File: src/rtl/rev_pe_pkg.sv
// Shared encodings for the reversible PE engine: FSM states, command opcodes and modes.
package rev_pe_pkg;

    typedef logic [1:0] state_t;

    localparam state_t ST_IDLE  = 2'd0;
    localparam state_t ST_RUN   = 2'd1;
    localparam state_t ST_DRAIN = 2'd2;
    localparam state_t ST_DONE  = 2'd3;

    localparam logic [1:0] OP_NOP     = 2'd0;
    localparam logic [1:0] OP_START   = 2'd1;
    localparam logic [1:0] OP_CLR_ERR = 2'd2;

    localparam logic MODE_MUL = 1'b0;
    localparam logic MODE_MAC = 1'b1;

endpackage

File: src/rtl/pe_buffer.sv
// Single-write, single-registered-read buffer; contents are never reset.
module pe_buffer #(
    parameter int WIDTH = 16,
    parameter int DEPTH = 16,
    parameter int AW    = $clog2(DEPTH)
) (
    input  logic             clk,
    input  logic             wen,
    input  logic [AW-1:0]    waddr,
    input  logic [WIDTH-1:0] wdata,
    input  logic             ren,
    input  logic [AW-1:0]    raddr,
    output logic [WIDTH-1:0] rdata
);

    logic [WIDTH-1:0] mem_q [DEPTH];
    logic [WIDTH-1:0] rdata_q;

    always_ff @(posedge clk) begin
        if (wen) mem_q[waddr] <= wdata;
        if (ren) rdata_q <= mem_q[raddr];
    end

    assign rdata = rdata_q;

endmodule

File: src/rtl/rev_mul_w.sv
// Combinational reversible multiplier: (a,b) -> (p,g) forward and (p,g) -> (a',b') reverse.
module rev_mul_w #(
    parameter int DATA_W = 8
) (
    input  logic [DATA_W-1:0]   fwd_a,
    input  logic [DATA_W-1:0]   fwd_b,
    output logic [2*DATA_W-1:0] fwd_p,
    output logic [2*DATA_W-1:0] fwd_g,
    input  logic [2*DATA_W-1:0] rev_p,
    input  logic [2*DATA_W-1:0] rev_g,
    output logic [DATA_W-1:0]   rev_a,
    output logic [DATA_W-1:0]   rev_b
);

    assign fwd_p = {{DATA_W{1'b0}}, fwd_a} * {{DATA_W{1'b0}}, fwd_b};
    // The garbage word is the operands masked by the product, so any flipped product bit
    // shows up in the recovered operands.
    assign fwd_g = {fwd_a, fwd_b} ^ fwd_p;
    assign {rev_a, rev_b} = rev_g ^ rev_p;

endmodule

File: src/rtl/rev_pe_engine.sv
// Streams operand pairs through a reversible multiplier, checks each by reverse computation,
// and stores products (MUL) or running sums (MAC) for host readback.
module rev_pe_engine
    import rev_pe_pkg::*;
#(
    parameter int DATA_W = 8,
    parameter int DEPTH  = 16,
    parameter int ACC_W  = 2*DATA_W+4,
    parameter int ERR_W  = 8,
    parameter int AW     = $clog2(DEPTH),
    parameter int LW     = $clog2(DEPTH)+1
) (
    input  logic                clk,
    input  logic                rst,
    input  logic                host_wen,
    input  logic [AW-1:0]       host_waddr,
    input  logic [2*DATA_W-1:0] host_wdata,
    input  logic                host_ren,
    input  logic [AW-1:0]       host_raddr,
    output logic [ACC_W-1:0]    host_rdata,
    output logic                host_rvalid,
    input  logic                cmd_valid,
    input  logic [1:0]          cmd_op,
    input  logic                cmd_mode,
    input  logic [LW-1:0]       cmd_len,
    input  logic                inject_fault,
    output logic                busy,
    output logic                done,
    output logic                err_sticky,
    output logic [ERR_W-1:0]    err_count,
    output logic [AW-1:0]       err_first_idx
);

    localparam logic [LW-1:0] DEPTH_L = LW'(DEPTH);

    state_t              state_q, state_d;
    logic [LW-1:0]       len_q, len_d, rd_idx_q, rd_idx_d, len_eff;
    logic                mode_q, mode_d;
    logic [ACC_W-1:0]    acc_q, acc_d, p_ext;
    logic                s1_v_q, s2_v_q, s3_v_q;
    logic [AW-1:0]       s1_idx_q, s2_idx_q, s3_idx_q;
    logic [DATA_W-1:0]   s2_a_q, s2_b_q;
    logic [2*DATA_W-1:0] s2_p_q, s2_g_q;
    logic [ACC_W-1:0]    s3_res_q, s3_res_d;
    logic                err_sticky_q, err_sticky_d;
    logic [ERR_W-1:0]    err_count_q, err_count_d;
    logic [AW-1:0]       err_idx_q, err_idx_d;
    logic                rd_ok_q, rvalid_q;

    logic                idle_like, start, clr, issue, mismatch;
    logic [2*DATA_W-1:0] in_rdata, fwd_p, fwd_g;
    logic [DATA_W-1:0]   rev_a, rev_b;
    logic [ACC_W-1:0]    out_rdata;

    assign idle_like = (state_q == ST_IDLE) || (state_q == ST_DONE);
    assign start     = cmd_valid && (cmd_op == OP_START) && idle_like;
    assign clr       = cmd_valid && (cmd_op == OP_CLR_ERR);
    assign len_eff   = (cmd_len > DEPTH_L) ? DEPTH_L : cmd_len;

    always_comb begin
        state_d  = state_q;
        len_d    = len_q;
        rd_idx_d = rd_idx_q;
        mode_d   = mode_q;
        issue    = 1'b0;
        case (state_q)
            ST_IDLE, ST_DONE: begin
                state_d = ST_IDLE;
                if (start) begin
                    len_d    = len_eff;
                    mode_d   = cmd_mode;
                    rd_idx_d = '0;
                    state_d  = (len_eff == '0) ? ST_DONE : ST_RUN;
                end
            end
            ST_RUN: begin
                issue    = 1'b1;
                rd_idx_d = rd_idx_q + 1'b1;
                if (rd_idx_q == len_q - 1'b1) state_d = ST_DRAIN;
            end
            default: begin
                if (!(s1_v_q || s2_v_q || s3_v_q)) state_d = ST_DONE;
            end
        endcase
    end

    pe_buffer #(.WIDTH(2*DATA_W), .DEPTH(DEPTH), .AW(AW)) u_inbuf (
        .clk   (clk),
        .wen   (host_wen && idle_like),
        .waddr (host_waddr),
        .wdata (host_wdata),
        .ren   (issue),
        .raddr (rd_idx_q[AW-1:0]),
        .rdata (in_rdata)
    );

    // The fault hook corrupts only the copy fed to the reverse check, never the stored result.
    rev_mul_w #(.DATA_W(DATA_W)) u_mul (
        .fwd_a (in_rdata[DATA_W-1:0]),
        .fwd_b (in_rdata[2*DATA_W-1:DATA_W]),
        .fwd_p (fwd_p),
        .fwd_g (fwd_g),
        .rev_p (s2_p_q ^ {{(2*DATA_W-1){1'b0}}, inject_fault}),
        .rev_g (s2_g_q),
        .rev_a (rev_a),
        .rev_b (rev_b)
    );

    assign mismatch = s2_v_q && ({rev_a, rev_b} != {s2_a_q, s2_b_q});
    assign p_ext    = ACC_W'(s2_p_q);

    always_comb begin
        acc_d    = acc_q;
        s3_res_d = p_ext;
        if (start) begin
            acc_d = '0;
        end else if (s2_v_q && (mode_q == MODE_MAC)) begin
            acc_d    = acc_q + p_ext;
            s3_res_d = acc_q + p_ext;
        end
    end

    // A mismatch in the same cycle as CLR_ERR lands on the freshly cleared state.
    always_comb begin
        err_sticky_d = clr ? 1'b0 : err_sticky_q;
        err_count_d  = clr ? '0 : err_count_q;
        err_idx_d    = clr ? '0 : err_idx_q;
        if (mismatch) begin
            if (!err_sticky_d) err_idx_d = s2_idx_q;
            if (err_count_d != '1) err_count_d = err_count_d + 1'b1;
            err_sticky_d = 1'b1;
        end
    end

    always_ff @(posedge clk) begin
        if (rst) begin
            state_q      <= ST_IDLE;
            len_q        <= '0;
            rd_idx_q     <= '0;
            mode_q       <= MODE_MUL;
            acc_q        <= '0;
            s1_v_q       <= 1'b0;
            s2_v_q       <= 1'b0;
            s3_v_q       <= 1'b0;
            s1_idx_q     <= '0;
            s2_idx_q     <= '0;
            s3_idx_q     <= '0;
            s2_a_q       <= '0;
            s2_b_q       <= '0;
            s2_p_q       <= '0;
            s2_g_q       <= '0;
            s3_res_q     <= '0;
            err_sticky_q <= 1'b0;
            err_count_q  <= '0;
            err_idx_q    <= '0;
            rd_ok_q      <= 1'b0;
            rvalid_q     <= 1'b0;
        end else begin
            state_q      <= state_d;
            len_q        <= len_d;
            rd_idx_q     <= rd_idx_d;
            mode_q       <= mode_d;
            acc_q        <= acc_d;
            s1_v_q       <= issue;
            s1_idx_q     <= rd_idx_q[AW-1:0];
            s2_v_q       <= s1_v_q;
            s2_idx_q     <= s1_idx_q;
            s2_a_q       <= in_rdata[DATA_W-1:0];
            s2_b_q       <= in_rdata[2*DATA_W-1:DATA_W];
            s2_p_q       <= fwd_p;
            s2_g_q       <= fwd_g;
            s3_v_q       <= s2_v_q;
            s3_idx_q     <= s2_idx_q;
            s3_res_q     <= s3_res_d;
            err_sticky_q <= err_sticky_d;
            err_count_q  <= err_count_d;
            err_idx_q    <= err_idx_d;
            rd_ok_q      <= host_ren && idle_like;
            rvalid_q     <= host_ren;
        end
    end

    pe_buffer #(.WIDTH(ACC_W), .DEPTH(DEPTH), .AW(AW)) u_outbuf (
        .clk   (clk),
        .wen   (s3_v_q),
        .waddr (s3_idx_q),
        .wdata (s3_res_q),
        .ren   (host_ren),
        .raddr (host_raddr),
        .rdata (out_rdata)
    );

    assign host_rdata    = rd_ok_q ? out_rdata : '0;
    assign host_rvalid   = rvalid_q;
    assign busy          = (state_q == ST_RUN) || (state_q == ST_DRAIN);
    assign done          = (state_q == ST_DONE);
    assign err_sticky    = err_sticky_q;
    assign err_count     = err_count_q;
    assign err_first_idx = err_idx_q;

endmodule

File: config.mk
export PLATFORM = sky130hd
export DESIGN_NAME = rev_pe_engine
export DESIGN_NICKNAME = d
export VERILOG_FILES = /design/src/rtl/rev_pe_pkg.sv /design/src/rtl/pe_buffer.sv /design/src/rtl/rev_mul_w.sv /design/src/rtl/rev_pe_engine.sv
export SDC_FILE = /design/constraint.sdc
export NUM_CORES = 1
export LEC_CHECK = 0
export ABC_AREA = 1
export CORE_MARGIN = 3
export CORE_UTILIZATION = 65
export DETAILED_ROUTE_END_ITERATION = 12
export GPL_TIMING_DRIVEN = 1
export PLACE_DENSITY_LB_ADDON = 0.12
export SLEW_MARGIN = 40
export SYNTH_ARGS = -nofsm -noshare
export SYNTH_HDL_FRONTEND = slang
export SYNTH_SLANG_ARGS = --single-unit
export TNS_END_PERCENT = 100
File: constraint.sdc
create_clock -name clk -period 10.2 [get_ports clk]
set_clock_uncertainty 0.1 [all_clocks]
set_input_delay 1.53 -clock clk [delete_from_list [all_inputs] [get_ports clk]]
set_output_delay 1.53 -clock clk [all_outputs]
set_load 0.01 [all_outputs]
; ---- Word level (Yosys, flattened, before mapping)
; Memories as Yosys holds them, arrays and structs flattened. A register that Yosys moved wholly into a read port is not among the register bits.
; Index checks and enable logic that the tools add are counted.
; W data, S select, Z words.
[totals]
regBits = 131
ramBits = 576
input_bits = 38
out_inout_bits = 36
mem_count = 2
[mem_list]
columns = memory, words, width, rd, rd_clocked_by_memory_dff, wr, line
row1 = u_outbuf.mem_q, 16, 20, 1, 1, 1, pe_buffer.sv:16  ; logic [WIDTH-1:0] mem_q [DEPTH];
row2 = u_inbuf.mem_q, 16, 16, 1, 1, 1, pe_buffer.sv:16
[op_classes]
n_addsub = 4
mul = 1
magnitude_cmp = 1
eq_ne = 11
n_mux = 24
bitwise_logic = 4
n_reduce_logical = 20
[op_table]
columns = op, n
row1 = $mux W16, 2
row2 = $xor A16 B16 Y16, 2
row3 = $mux W8, 3
row4 = $add A20 B16 Y20, 1
row5 = $mux W20, 1
row6 = $mul A8 B8 Y16, 1
row7 = $ne A16 B16 Y1, 1
row8 = $xor A16 B1 Y16, 1
row9 = $mux W4, 3
row10 = $mux W5, 2
row11 = $pmux W5 S2, 1
row12 = $add A8 B1 Y8 const B, 1
row13 = $mux W2, 4
row14 = $ne A8 B8 Y1 const B, 1
row15 = $logic_and A1 B1 Y1, 7
row16 = $mux W1, 7
row17 = $eq A2 B2 Y1 const B, 3
row18 = $reduce_and A2 Y1, 3
row19 = $add A5 B1 Y5 const B, 1
row20 = $eq A5 B5 Y1, 1
row21 = $gt A5 B5 Y1 const B, 1
row22 = $logic_not A5 Y1, 1
row23 = $sub A5 B1 Y5 const B, 1
row24 = $eq A2 B1 Y1 const B, 2
row25 = other kinds (9), 14

; ---- Longest topological paths before layout
[logic_depth]
depth_word = 6
ltp_mapped = 21

; ---- Hierarchy
; Synthesis repeated with hierarchy kept, for this count alone.
[unflattened]
hier_cells = 3756
area_unflattened_um2 = 35036.1
[by_module_without_submodules]
columns = mod, n_inst, cells_each, area_per_inst_um2
row1 = pe_buffer (u_outbuf), 1, 1336, 14392.6
row2 = pe_buffer (u_inbuf), 1, 1074, 11548.6
row3 = rev_pe_engine, 1, 923, 6291.0
row4 = rev_mul_w, 1, 423, 2803.9

; ---- Worst setup path after synthesis
; No wires, ideal clock.
[synth_timing]
kind = flip-flop to flip-flop
start = register u_inbuf.rdata_q[5], in the netlist u_inbuf.rdata[5] (read register of u_inbuf.mem_q)
end = register s2_g_q[9]
setup_time_ns = 0.119
arrival_time_ns = 3.902
setup_slack_ns = 6.079
path_stages_with_launch = 18
synth_period_minus_slack_ns = 4.121
cell_sequence = edfxtp_1 -> clkbuf_1 -> nand2_1 -> fa_1 -> fa_1 -> inv_1 -> fa_1 -> inv_1 -> fa_1 -> inv_1 -> ha_1 -> nand2_1 -> inv_1 -> a21boi_0 -> xor2_1 -> inv_1 -> o21ai_0 -> a21oi_1
[synth_between]
elab_chain_cells = 2
[synth_lines]
columns = element, line
row1 = start: declaration, pe_buffer.sv:17  ; logic [WIDTH-1:0] rdata_q;
row2 = $mul A8 B8 Y16, rev_mul_w.sv:15  ; assign fwd_p = {{DATA_W{1'b0}}, fwd_a} * {{DATA_W{1'b0}}, fwd_b};
row3 = $xor A16 B16 Y16, rev_mul_w.sv:18  ; assign fwd_g = {fwd_a, fwd_b} ^ fwd_p;
row4 = end signal: assignment, rev_pe_engine.sv:171  ; s2_g_q <= fwd_g;
row5 = end: declaration, rev_pe_engine.sv:43  ; logic [2*DATA_W-1:0] s2_p_q, s2_g_q;
; Every way passes these cells.
; A chain may end at the register's enable or synchronous reset.

; ---- Worst setup path in the final report
[layout_timing]
start = register u_inbuf.rdata_q[3], in the netlist u_inbuf.rdata[3] (read register of u_inbuf.mem_q)
end = register s2_g_q[9]
; Same word-level chain as after synthesis.

==> reports/summary.md <==
The clock slew seen by the registers of the worst setup and hold paths is 0.06 ns, and the number of instances in the synthesized netlist is 2895. Core area: 49100 um^2. The internal power of the cells totals 6.30 mW. For this run the aggregate overflow at the end of global routing stands at 0.

The measured slew at the worst slew-check pin works out to 0.859 ns. The cell area that synthesis handed to floorplanning was 32300 um^2. The class of the tightest hold or removal check was register to register. The proportion of synthesized chip area in sequential cells is 64.9%. Final critical path time including I/O delays and setup: 4.46 ns.

Ranked by total cell area, the synthesized netlist is headed by sky130_fd_sc_hd__edfxtp_1, sky130_fd_sc_hd__dfxtp_1, sky130_fd_sc_hd__nand2_1. The relative contribution of sequential cells to total power was 38.2%; the row count was 81. Fmax: 224 MHz. The detailed-route DRC error count is 0. The starting density of the core is 65.9%, and the number of filler cells placed in the layout is 3342. The flow ran to the end, and the final reports show no timing, DRC or antenna violations.

The switching share of power is 35.6%. The peak ir drop on the vdd network was 609 uV; the wire length per cell after detailed routing was 21.2 um. The relative contribution of the clock network to total power is 27.9%, and the buffers inserted during post-CTS setup optimization is 0. For the number of levels the H-tree was split into, the log shows 3.

The worst setup path is captured at a register. The wire-length estimate of the detail-placed layout is 47600 um. Die boundary height: 229 um. In this run the most critical hold path is launched from s1_idx_q[3]$_SDFF_PP0_. The share of the clock period used by the worst path is 43.7%, and the number of distinct standard cells referenced by the synthesized netlist is 47. Buffers placed on the I/O ports in this run total 73.

The via count of the first global-routing pass was 20918. The share of post-route cells with drive strength above 1 was 6.87%. The Yosys warning count is 0. At the end of the flow the core is filled with cells to 73.7%. Source of the critical timing path: u_inbuf.rdata[3]$_DFFE_PP_. Detailed-route vias per instance: 5.90. Dividing total power by cell area gives a power density of 271 nW/um^2. Data arrives at the worst endpoint at 4.86 ns. CTS placed an instance of sky130_fd_sc_hd__clkbuf_16 at the clock tree root. The total of flip-flops plus latches after synthesis came out at 743. The worst pin sits at a relative slew slack of 42.5%. For the post-synth net total, the log shows 3028. The analysis attributes to net switching a power of 3.49 mW.

After detailed routing, the wire length on met1 is 32000 um. The congestion estimate from routability-driven global placement came to 0.875. After the first detailed-routing iteration, the DRC count stood at 2231.

In the final layout, flip-flops and latches occupy 21000 um^2. STA puts the critical path data required time at 10.60 ns. The post-synthesis average cell area works out to 11.2 um^2.

The number of buffers between clock root and the deepest sink was 3. The overall fraction of global-route tracks in use came out at 29.5%. The critical path is of the register to register type. During I/O placement, the number of pins put on the boundary was 74. Number of enable flip-flop cells after synthesis: 612. The multi-input combinational cells in the finished layout cover a total of 9400 um^2. TritonCTS built the clock tree.

Count of nets after finishing: 3087. In this run the worst path has a maximum fanout of 10. The top layer used by detailed routing is met5. For the number of placed cells counting well taps, the log shows 3542.

Total die area: 52500 um^2. The routed design uses 36700 um of met2 wire. The most used flip-flop cell after synthesis is sky130_fd_sc_hd__edfxtp_1. For the number of hold violations in the final report, the log shows 0.

The tools report the reg-to-reg startpoint as u_inbuf.rdata[3]$_DFFE_PP_. The run gives 0 as the final max-slew violation count. Setup repair after global routing left no endpoint under its margin. Gates resized during post-CTS repair numbered 0.

The count of antenna diodes in the layout was 0; the remaining antenna violation count after routing was 0. Leaving out fill and tap cells, the most frequent cell in the layout is sky130_fd_sc_hd__edfxtp_1. Max-cap violations in this run came to 0.

Setup violations remaining at the end of the flow were counted as 0. The top-area cell type share of the netlist area was 56.8%. The total wirelength of the detailed-routed design is 78000 um. Summing over every cut layer, the via total after detailed routing is 21701. After the flow finishes, the layout carries non-filler instances totaling 3679.

The first global-routing pass estimated 118000 um of wire. From synthesis to final layout, the design area changed by 11.8%. The tools report the pin count of the biggest net entering global routing as 143. Clock latency on the worst-skew pair, taken at its later pin, is 0.61 ns.

For this run, the detailed router's first-pass iteration total came to 6. After clock tree synthesis, the flow added hold-fix buffers numbering 0. The TritonCTS sink count was 743.

Detailed routing placed a total of 5480 um of wire on met3. In the layout the commonest cells are sky130_fd_sc_hd__edfxtp_1, sky130_fd_sc_hd__nand2_1, sky130_fd_sc_hd__inv_1. STA classifies the critical path startpoint as a register. Setup total negative slack on the finished layout was measured at 0 ns. The number of clock buffers inserted by TritonCTS is 74.

The tools report the number of antenna violations at the first check in global routing as 2. The die boundary width came out at 229 um. The biggest area contributor in the post-synthesis netlist is sky130_fd_sc_hd__edfxtp_1. Combinational cells account for 33.9% of the total power. The reported leakage power is 14.3 nW. The share of synthesized registers carrying an async set or reset works out to 0%.
## stage by stage
step                area (um^2)  hold slack, ns  power (mW)  setup slack (ns)
floorplan                 32300           0.288        6.12              6.08
global placement          33700           0.293        7.01              5.78
detailed placement        33700           0.293        7.07              5.71
CTS                       36200           0.302        9.79              5.70
global route              36200           0.328        10.4              5.37
finish                    36200           0.302        9.79              5.74
## cells in the mapped netlist, types with 4 or more instances
cell	count
sky130_fd_sc_hd__a21oi_1	130
sky130_fd_sc_hd__buf_1	12
sky130_fd_sc_hd__buf_2	24
sky130_fd_sc_hd__buf_4	4
sky130_fd_sc_hd__buf_6	8
sky130_fd_sc_hd__clkbuf_1	88
sky130_fd_sc_hd__dfxtp_1	131
sky130_fd_sc_hd__edfxtp_1	612
sky130_fd_sc_hd__fa_1	37
sky130_fd_sc_hd__ha_1	58
sky130_fd_sc_hd__inv_1	354
sky130_fd_sc_hd__inv_2	8
sky130_fd_sc_hd__mux2i_1	80
sky130_fd_sc_hd__nand2_1	433
sky130_fd_sc_hd__nand3_1	122
sky130_fd_sc_hd__nand4_1	13
sky130_fd_sc_hd__nor2_1	279
sky130_fd_sc_hd__nor3_1	10
sky130_fd_sc_hd__o211ai_1	87
sky130_fd_sc_hd__o21ai_0	259
sky130_fd_sc_hd__o21ai_1	9
sky130_fd_sc_hd__o221ai_1	25
sky130_fd_sc_hd__o22ai_1	45
sky130_fd_sc_hd__or2_2	6
sky130_fd_sc_hd__xnor2_1	10
sky130_fd_sc_hd__xor2_1	14
## power groups by stage
stage / combinational, mW / clock [mW] / sequential (mW)
6_report: 3.32 / 2.73 / 3.73
3_3_place_gp: 3.23 / 0 / 3.78
2_1_floorplan: 2.46 / 0 / 3.66
5_1_grt: 3.77 / 2.88 / 3.75
4_1_cts: 3.31 / 2.75 / 3.73
3_5_place_dp: 3.27 / 0 / 3.79
## critical path, stage by stage, from the launching register on
cell and delay (ns):
sky130_fd_sc_hd__edfxtp_1 0.59, sky130_fd_sc_hd__nand2_1 0.14, sky130_fd_sc_hd__inv_1 0.06, sky130_fd_sc_hd__fa_1 0.43, sky130_fd_sc_hd__fa_1 0.49, sky130_fd_sc_hd__inv_1 0.05, sky130_fd_sc_hd__fa_1 0.48, sky130_fd_sc_hd__fa_1 0.49
sky130_fd_sc_hd__inv_1 0.04, sky130_fd_sc_hd__ha_1 0.33, sky130_fd_sc_hd__a21oi_1 0.23, sky130_fd_sc_hd__nand2_1 0.16, sky130_fd_sc_hd__a21boi_0 0.29, sky130_fd_sc_hd__xor2_1 0.17, sky130_fd_sc_hd__inv_1 0.08, sky130_fd_sc_hd__o21ai_0 0.17
sky130_fd_sc_hd__a21oi_1 0.06
## cell type report
class | count | area share, %
Inverter | 362 | 3.77
Timing Repair Buffer | 121 | 3.06
Multi-Input combinational cell | 1652 | 26.0
Clock buffer | 94 | 5.64
Sequential cell | 743 | 58.1
Clock inverter | 43 | 1.14
Tap cell | 664 | 2.30
## cells by family after synthesis
logic type               count (synthesis)  share of synthesized area [%]
buffers and inverters                  500                           6.15
multiplexers                            80                           2.48
adder cells (fa/ha/maj)                 95                           4.54
XOR/XNOR                                24                          0.650
AND/OR/NAND/NOR                        879                           11.1
flip-flops                             743                           64.9
AO/OA/AOI/OAI                          574                           10.2
## registers in the layout, indices dropped and copies added, names as in the netlist, 5 cells and up
name / cells
s2_b_q: 8
rd_idx_q: 5
u_inbuf.rdata: 16
acc_q: 20
s2_a_q: 8
s3_res_q: 20
s2_p_q: 16
s2_g_q: 16
u_inbuf.mem_q: 256
u_outbuf.rdata: 20
u_outbuf.mem_q: 320
len_q: 5
err_count: 8
## worst paths after layout
path	end	slack, ns	cells after the start
setup reg to reg	s2_g_q[9]$_SDFF_PP0_	5.74	16
hold reg to reg	s2_idx_q[3]$_SDFF_PP0_	0.30	2
hold / removal	s2_idx_q[3]$_SDFF_PP0_	0.30	2
setup / recovery	s2_g_q[9]$_SDFF_PP0_	5.74	16
## metal layers
layer / GRT usage [%] / vias up
li1: - / 10116
met1: 40.4 / 10491
met2: 47.1 / 898
met3: 4.29 / 194
met4: 14.0 / 2
met5: 0 / -
Power figures use the tool's default switching activity.
